--- config.mk ---
export PLATFORM = sky130hd
export DESIGN_NAME = axppa_error_monitor
export DESIGN_NICKNAME = d
export VERILOG_FILES = /design/src/rtl/axppa_error_monitor.sv
export SDC_FILE = /design/constraint.sdc
export NUM_CORES = 1
export LEC_CHECK = 0
export BUFFER_PORTS_ARGS = -buffer_cell sky130_fd_sc_hd__buf_2
export CAP_MARGIN = 20
export CELL_PAD_IN_SITES_DETAIL_PLACEMENT = 1
export CELL_PAD_IN_SITES_GLOBAL_PLACEMENT = 2
export CORE_MARGIN = 1
export CORE_UTILIZATION = 37
export CTS_CLUSTER_DIAMETER = 30
export CTS_CLUSTER_SIZE = 28
export DETAILED_ROUTE_END_ITERATION = 10
export HOLD_SLACK_MARGIN = 0.02
export PLACE_DENSITY_LB_ADDON = 0.25
export SYNTH_ARGS = -nofsm -noshare
export SYNTH_HDL_FRONTEND = slang
export SYNTH_SLANG_ARGS = --single-unit
export TNS_END_PERCENT = 5
--- constraint.sdc ---
create_clock -name clk -period 6.4 [get_ports clk]
set_input_delay 1.28 -clock clk [delete_from_list [all_inputs] [get_ports clk]]
set_output_delay 1.28 -clock clk [all_outputs]
set_load 0.05 [all_outputs]
--- src/rtl/axppa_error_monitor.sv ---
// axppa_error_monitor
//   Scores an approximate WIDTH-bit adder against the exact sum over a
//   programmed run of n_samples tuples. It reports the sample count, the
//   number of wrong sums, the sum of error distances and the largest error
//   distance seen.
//
//   Pipeline: S1 captures the accepted tuple. S2 computes the exact sum, the
//   error distance and the mismatch mask. S3 folds these into the statistics.
//
//   Valid/ready: a tuple transfers on a rising edge where in_valid and
//   in_ready are both high. in_ready depends only on the FSM state and the
//   accept count, never on in_valid. A producer may therefore hold in_valid
//   high and simply wait for in_ready.
//
//   Optional feature: define AXPPA_ERR_BITPOS_EN to add WIDTH per-bit mismatch
//   counters. They appear on bit_err_cnt, flattened LSB-first.
module axppa_error_monitor #(
    parameter int WIDTH = 16,
    parameter int CNT_W = 32,
    parameter int ACC_W = 48
) (
    input  logic                   clk,
    input  logic                   rst_n,
    input  logic                   start,
    input  logic [CNT_W-1:0]       n_samples,
    input  logic                   in_valid,
    output logic                   in_ready,
    input  logic [WIDTH-1:0]       in_a,
    input  logic [WIDTH-1:0]       in_b,
    input  logic                   in_cin,
    input  logic [WIDTH-1:0]       in_sum,
    output logic                   busy,
    output logic                   done,
    output logic [CNT_W-1:0]       sample_cnt,
    output logic [CNT_W-1:0]       err_cnt,
    output logic [ACC_W-1:0]       ed_sum,
    output logic [WIDTH-1:0]       ed_max
`ifdef AXPPA_ERR_BITPOS_EN
    ,
    output logic [WIDTH*CNT_W-1:0] bit_err_cnt
`endif
);

    typedef enum logic [1:0] {
        ST_IDLE  = 2'd0,
        ST_RUN   = 2'd1,
        ST_DRAIN = 2'd2,
        ST_DONE  = 2'd3
    } state_t;

    localparam logic [CNT_W-1:0] CNT_ONE = 1;
    localparam logic [CNT_W-1:0] CNT_MAX = '1;
    localparam logic [ACC_W-1:0] ACC_MAX = '1;

    state_t           state;
    logic [CNT_W-1:0] n_q;
    logic [CNT_W-1:0] accepted;

    logic             start_ok;
    logic             accept;

    // S1 registers
    logic             s1_valid;
    logic [WIDTH-1:0] s1_a;
    logic [WIDTH-1:0] s1_b;
    logic             s1_cin;
    logic [WIDTH-1:0] s1_sum;

    // S2 combinational results and registers
    logic [WIDTH-1:0] exact;
    logic [WIDTH-1:0] ed_c;
    logic             s2_valid;
    logic [WIDTH-1:0] s2_ed;

    // S3 helper for the saturating distance accumulator
    logic [ACC_W:0]   ed_sum_nxt;

    // Start is only meaningful between runs; during RUN/DRAIN it is dropped.
    assign start_ok = start & ((state == ST_IDLE) | (state == ST_DONE));

    // Ready while running and the programmed sample count is not yet reached.
    assign in_ready = (state == ST_RUN) & (accepted < n_q);
    assign accept   = in_valid & in_ready;

    // Run-control FSM with registered busy/done flags.
    always_ff @(posedge clk or negedge rst_n) begin
        if (!rst_n) begin
            state    <= ST_IDLE;
            busy     <= 1'b0;
            done     <= 1'b0;
            n_q      <= '0;
            accepted <= '0;
        end else begin
            case (state)
                ST_IDLE, ST_DONE: begin
                    if (start) begin
                        state    <= ST_RUN;
                        busy     <= 1'b1;
                        done     <= 1'b0;
                        n_q      <= n_samples;
                        accepted <= '0;
                    end
                end
                ST_RUN: begin
                    if (accept) begin
                        accepted <= accepted + CNT_ONE;
                    end
                    // accepted only reaches n_q after the last accept edge, so
                    // no tuple can be lost on this transition.
                    if (accepted == n_q) begin
                        state <= ST_DRAIN;
                    end
                end
                ST_DRAIN: begin
                    // Once S1 and S2 are empty, the final S3 update has landed.
                    if (!s1_valid && !s2_valid) begin
                        state <= ST_DONE;
                        busy  <= 1'b0;
                        done  <= 1'b1;
                    end
                end
                default: begin
                    state <= ST_IDLE;
                    busy  <= 1'b0;
                    done  <= 1'b0;
                end
            endcase
        end
    end

    // S1: capture the accepted operand/sum tuple.
    always_ff @(posedge clk or negedge rst_n) begin
        if (!rst_n) begin
            s1_valid <= 1'b0;
            s1_a     <= '0;
            s1_b     <= '0;
            s1_cin   <= 1'b0;
            s1_sum   <= '0;
        end else begin
            s1_valid <= accept;
            if (accept) begin
                s1_a   <= in_a;
                s1_b   <= in_b;
                s1_cin <= in_cin;
                s1_sum <= in_sum;
            end
        end
    end

    // S2 math: exact sum modulo 2^WIDTH (carry-out dropped) and |exact - sum|.
    always_comb begin
        exact = s1_a + s1_b + {{(WIDTH-1){1'b0}}, s1_cin};
        if (exact >= s1_sum) begin
            ed_c = exact - s1_sum;
        end else begin
            ed_c = s1_sum - exact;
        end
    end

    // S2: register the error distance for the statistics stage.
    always_ff @(posedge clk or negedge rst_n) begin
        if (!rst_n) begin
            s2_valid <= 1'b0;
            s2_ed    <= '0;
        end else begin
            s2_valid <= s1_valid;
            if (s1_valid) begin
                s2_ed <= ed_c;
            end
        end
    end

    // One extra bit to detect overflow of the distance accumulator.
    assign ed_sum_nxt = {1'b0, ed_sum} + {{(ACC_W+1-WIDTH){1'b0}}, s2_ed};

    // S3: saturating statistics; an honoured start clears them for the new run.
    always_ff @(posedge clk or negedge rst_n) begin
        if (!rst_n) begin
            sample_cnt <= '0;
            err_cnt    <= '0;
            ed_sum     <= '0;
            ed_max     <= '0;
        end else if (start_ok) begin
            sample_cnt <= '0;
            err_cnt    <= '0;
            ed_sum     <= '0;
            ed_max     <= '0;
        end else if (s2_valid) begin
            if (sample_cnt != CNT_MAX) begin
                sample_cnt <= sample_cnt + CNT_ONE;
            end
            if ((s2_ed != '0) && (err_cnt != CNT_MAX)) begin
                err_cnt <= err_cnt + CNT_ONE;
            end
            if (ed_sum_nxt[ACC_W]) begin
                ed_sum <= ACC_MAX;
            end else begin
                ed_sum <= ed_sum_nxt[ACC_W-1:0];
            end
            if (s2_ed > ed_max) begin
                ed_max <= s2_ed;
            end
        end
    end

`ifdef AXPPA_ERR_BITPOS_EN
    logic [WIDTH-1:0] s2_mis;
    logic [CNT_W-1:0] bit_cnt [WIDTH];

    // S2: register which bit positions of the approximate sum are wrong.
    always_ff @(posedge clk or negedge rst_n) begin
        if (!rst_n) begin
            s2_mis <= '0;
        end else if (s1_valid) begin
            s2_mis <= exact ^ s1_sum;
        end
    end

    // S3: saturating per-bit mismatch counters.
    always_ff @(posedge clk or negedge rst_n) begin
        if (!rst_n) begin
            for (int k = 0; k < WIDTH; k++) begin
                bit_cnt[k] <= '0;
            end
        end else if (start_ok) begin
            for (int k = 0; k < WIDTH; k++) begin
                bit_cnt[k] <= '0;
            end
        end else if (s2_valid) begin
            for (int k = 0; k < WIDTH; k++) begin
                if (s2_mis[k] && (bit_cnt[k] != CNT_MAX)) begin
                    bit_cnt[k] <= bit_cnt[k] + CNT_ONE;
                end
            end
        end
    end

    for (genvar g = 0; g < WIDTH; g++) begin : g_bit_flat
        assign bit_err_cnt[g*CNT_W +: CNT_W] = bit_cnt[g];
    end
`endif

endmodule

==> impl_metrics.tcl <==
set metrics [dict create \
    status "complete, no violations" \
    htree_levels 3 \
    drt-initial-drc-count 678 \
    grt_first_pass_wirelength_um 80800 \
    fin_ws_ns 1.03 \
    async_reset_ff_share_pct 100 \
    dr_total_vias 14197 \
    fin_nets 2188 \
    cts_tree "yes" \
    portBuffers 215 \
    synth_cell_type_count 82 \
    viasPerCell 5.38 \
    multi_input_area_um2 8850 \
    path_clk_slew_ns 0.04 \
    grt-ovfl-total 0 \
    ff_latch_area_um2 6580 \
    synth_fp_nets 1943 \
    synth_edf_count 0 \
    sw_frac_of_total_pct 43.6 \
    crit_arrival_ns 5.85 \
    post_drt_wl_per_cell_um 18.6 \
    pre_cts_ws_ns 0.997 \
    p_sw_mw 6.50 \
    core.rowCount 76 \
    synth.yosys.seq_area_share_pct 40.7 \
    peakVddDrop_mv 0.408 \
    fmax_mhz 186 \
    syn_avg_cell_area_um2 9.30 \
    startpoint_type "flop" \
    track_usage_pct 22.5 \
    syn_to_final_growth_pct 29.1 \
    rsz0062_at_grt "false" \
    slowest_delay_ns 0.52 \
    yosysWarnings 0 \
    drive_above_1_share_pct 23.1 \
    maxSlewHeadroom_pct 27.9 \
    cts_buffers 84 \
    clk_latency_ns 0.60 \
    setup_viol 0 \
    grt_pass1_vias 15202 \
    root_buffer "clkbuf_16" \
    ios 216 \
    maxCapViolCount 0 \
    core_area_um2 43100 \
    ys_seq_elements 263 \
    pwr-share-clk_pct 29.2 \
    cp-end-kind "flop" \
    critical_path_class "reg2reg" \
    ant_nets 0 \
    routed_wl_um 48900 \
    finalInstanceArea_um2 20900 \
    finalMaxSlewViolations 0 \
    die_w_um 211 \
    drt_pass1_iterations 5 \
    synthCells 1738 \
    leakage_nw 9.91 \
    mappedNetlistArea_um2 16200 \
    die-height_um 211 \
    start_util_pct 37.5 \
    tns_ns 0 \
    fin_crit_sh_pct 83.9 \
    power_frac_comb_pct 53.8 \
    power_frac_seq_pct 17.0 \
    cts_hold_buffers 0 \
    post-cts-setup-buffer-count 0 \
    grt_max_degree 135 \
    place_congestion 0.853 \
    cts.path.max_buffers 3 \
    place_area_um2 17800 \
    hold_violations 0 \
    fin_skew_ns 0.0232 \
    antenna_found_initial 2 \
    powerDensity_nw_per_um2 715 \
    diodes 0 \
    post-route-drc-count 0 \
    ys.flop_type "dfrtp_1" \
    min_period_ns 5.37 \
    required_ns 6.88 \
    nFillCells 4914 \
    cts.sinks 263 \
    slowest_stage "o21bai_2" \
    worst_slew_pin_slew_ns 1.08 \
    cts_resized 0 \
    hp-class "reg2reg" \
    path_max_fanout 12 \
    die_area_um2 44500 \
    p_int_mw 8.41 \
    worstPathCellList "fa_1 > inv_1 > fa_1 > nor2b_1 > o21a_1 > o21ai_0 > a211o_1 > a31oi_1 > a21o_1 > a21o_1 > xor2_1 > ha_1 > nand4_1 > nor2_1 > o21ai_0 > o21bai_2 > buf_4 > mux2_2 > a21oi_1 > mux2i_1 > a211o_1" \
    dp_hpwl_um 34100 \
]
per-stage QoR:
stage / total power [mW] / util (%) / std cells / hold slack [ns]
2_1_floorplan: 8.59 / - / 1738 / 0.386
3_3_place_gp: 10.4 / 41.4 / 2482 / 0.493
3_5_place_dp: 10.6 / 41.4 / 2482 / 0.503
4_1_cts: 15.1 / 48.4 / 2637 / 0.509
5_1_grt: 16.1 / 48.4 / 2637 / 0.525
6_report: 14.9 / 48.4 / 2637 / 0.506
Yosys cell counts (11+ instances only):
cell	instances	area [um2]
inv_1	117	439
nand2_1	153	574
nor2_1	138	518
mux2_2	42	473
and4_1	13	114
dfrtp_1	263	6580
nand4_1	29	181
nor2b_1	11	68.8
xor2_1	51	447
a31oi_1	48	300
o31ai_1	13	97.6
nand3_1	58	290
o21ai_0	119	596
or3_1	14	87.6
buf_2	16	80.1
and3_1	32	200
a31o_2	11	96.3
a21oi_1	104	521
nor3_1	30	150
ha_1	115	1440
o21a_1	12	90.1
clkbuf_1	48	180
xnor2_1	44	385
a21o_1	41	308
mux2i_1	36	360
and2_1	20	125
state kept, by name, indices dropped and copies added (netlist names):
signal and flops:
n_q 32, done 1, s1_valid 1, state 2, s1_a 16, sample_cnt 32, ed_sum 48, accepted 32
s2_valid 1, err_cnt 32, s1_b 16, s1_sum 16, s1_cin 1, s2_ed 16, busy 1, ed_max 16
power by group through the flow:
| stage | logic, mW | clock network (mW) | registers, mW |
|---|---|---|---|
| after floorplan | 5.81 | 0 | 2.78 |
| after global placement | 7.87 | 0 | 2.53 |
| after detailed placement | 8.02 | 0 | 2.56 |
| after CTS | 8.08 | 4.45 | 2.54 |
| after global routing | 8.93 | 4.53 | 2.60 |
| final | 8.02 | 4.36 | 2.53 |
cell families after synthesis:
group | count (synthesis) | share of synthesized area, %
compound gates | 442 | 17.9
xor+xnor | 95 | 5.15
fa+ha+maj | 120 | 9.52
buf+inv | 189 | 4.68
flops | 263 | 40.7
mux | 78 | 5.16
simple gates | 551 | 16.9
cell usage in the layout, fill, tap and decap left out, types with 21 or more instances in the layout:
master / instances
and3_1: 32
a31oi_1: 48
nor2_1: 137
a21oi_1: 104
nand3_1: 58
mux2i_1: 36
nor3_1: 29
clkbuf_16: 87
a21o_1: 41
ha_1: 115
buf_2: 214
dfrtp_1: 263
xor2_1: 51
clkinv_2: 21
nand2_1: 153
inv_1: 117
o21ai_0: 119
xnor2_1: 44
mux2_2: 42
clkbuf_8: 21
nand4_1: 29
routing by layer:
layer | share of wire, % | GRT usage [%]
met5 | 0.057 | 0
met4 | 2.5 | 8.82
met3 | 4.1 | 4.10
met2 | 47 | 37.2
met1 | 46 | 29.1
cell type report:
type                            count  area share (%)
Timing Repair Buffer              230            5.81
Sequential cell                   263            31.5
Clock buffer                      111            11.9
Inverter                          118            2.12
Tap cell                          585            3.51
Clock inverter                     44            2.73
Multi-Input combinational cell   1286            42.4
worst paths after layout:
path | startpoint | endpoint | slack [ns] | depth (start not counted)
worst min register to register | s1_b[10] | s1_b[10] | 0.51 | 1
min in group asynchronous | rst_n | err_cnt[10] | 0.62 | 1
worst max register to register | s1_a[0] | s2_ed[3] | 1.03 | 21
worst max-delay path | s1_a[0] | s2_ed[3] | 1.03 | 21
max in group asynchronous | rst_n | s1_sum[7] | 4.42 | 2
worst min-delay path | s1_b[10] | s1_b[10] | 0.51 | 1
critical path: cells and delay by family, from the launching register on:
family	cells	cell delay [ns]
XOR/XNOR	1	0.15
buffers and inverters	2	0.40
adder cells (fa/ha/maj)	3	1.11
multiplexers	2	0.45
flip-flops	1	0.40
AO/OA/AOI/OAI	10	2.34
AND/OR/NAND/NOR	3	0.40
Power figures use the tool's default switching activity.
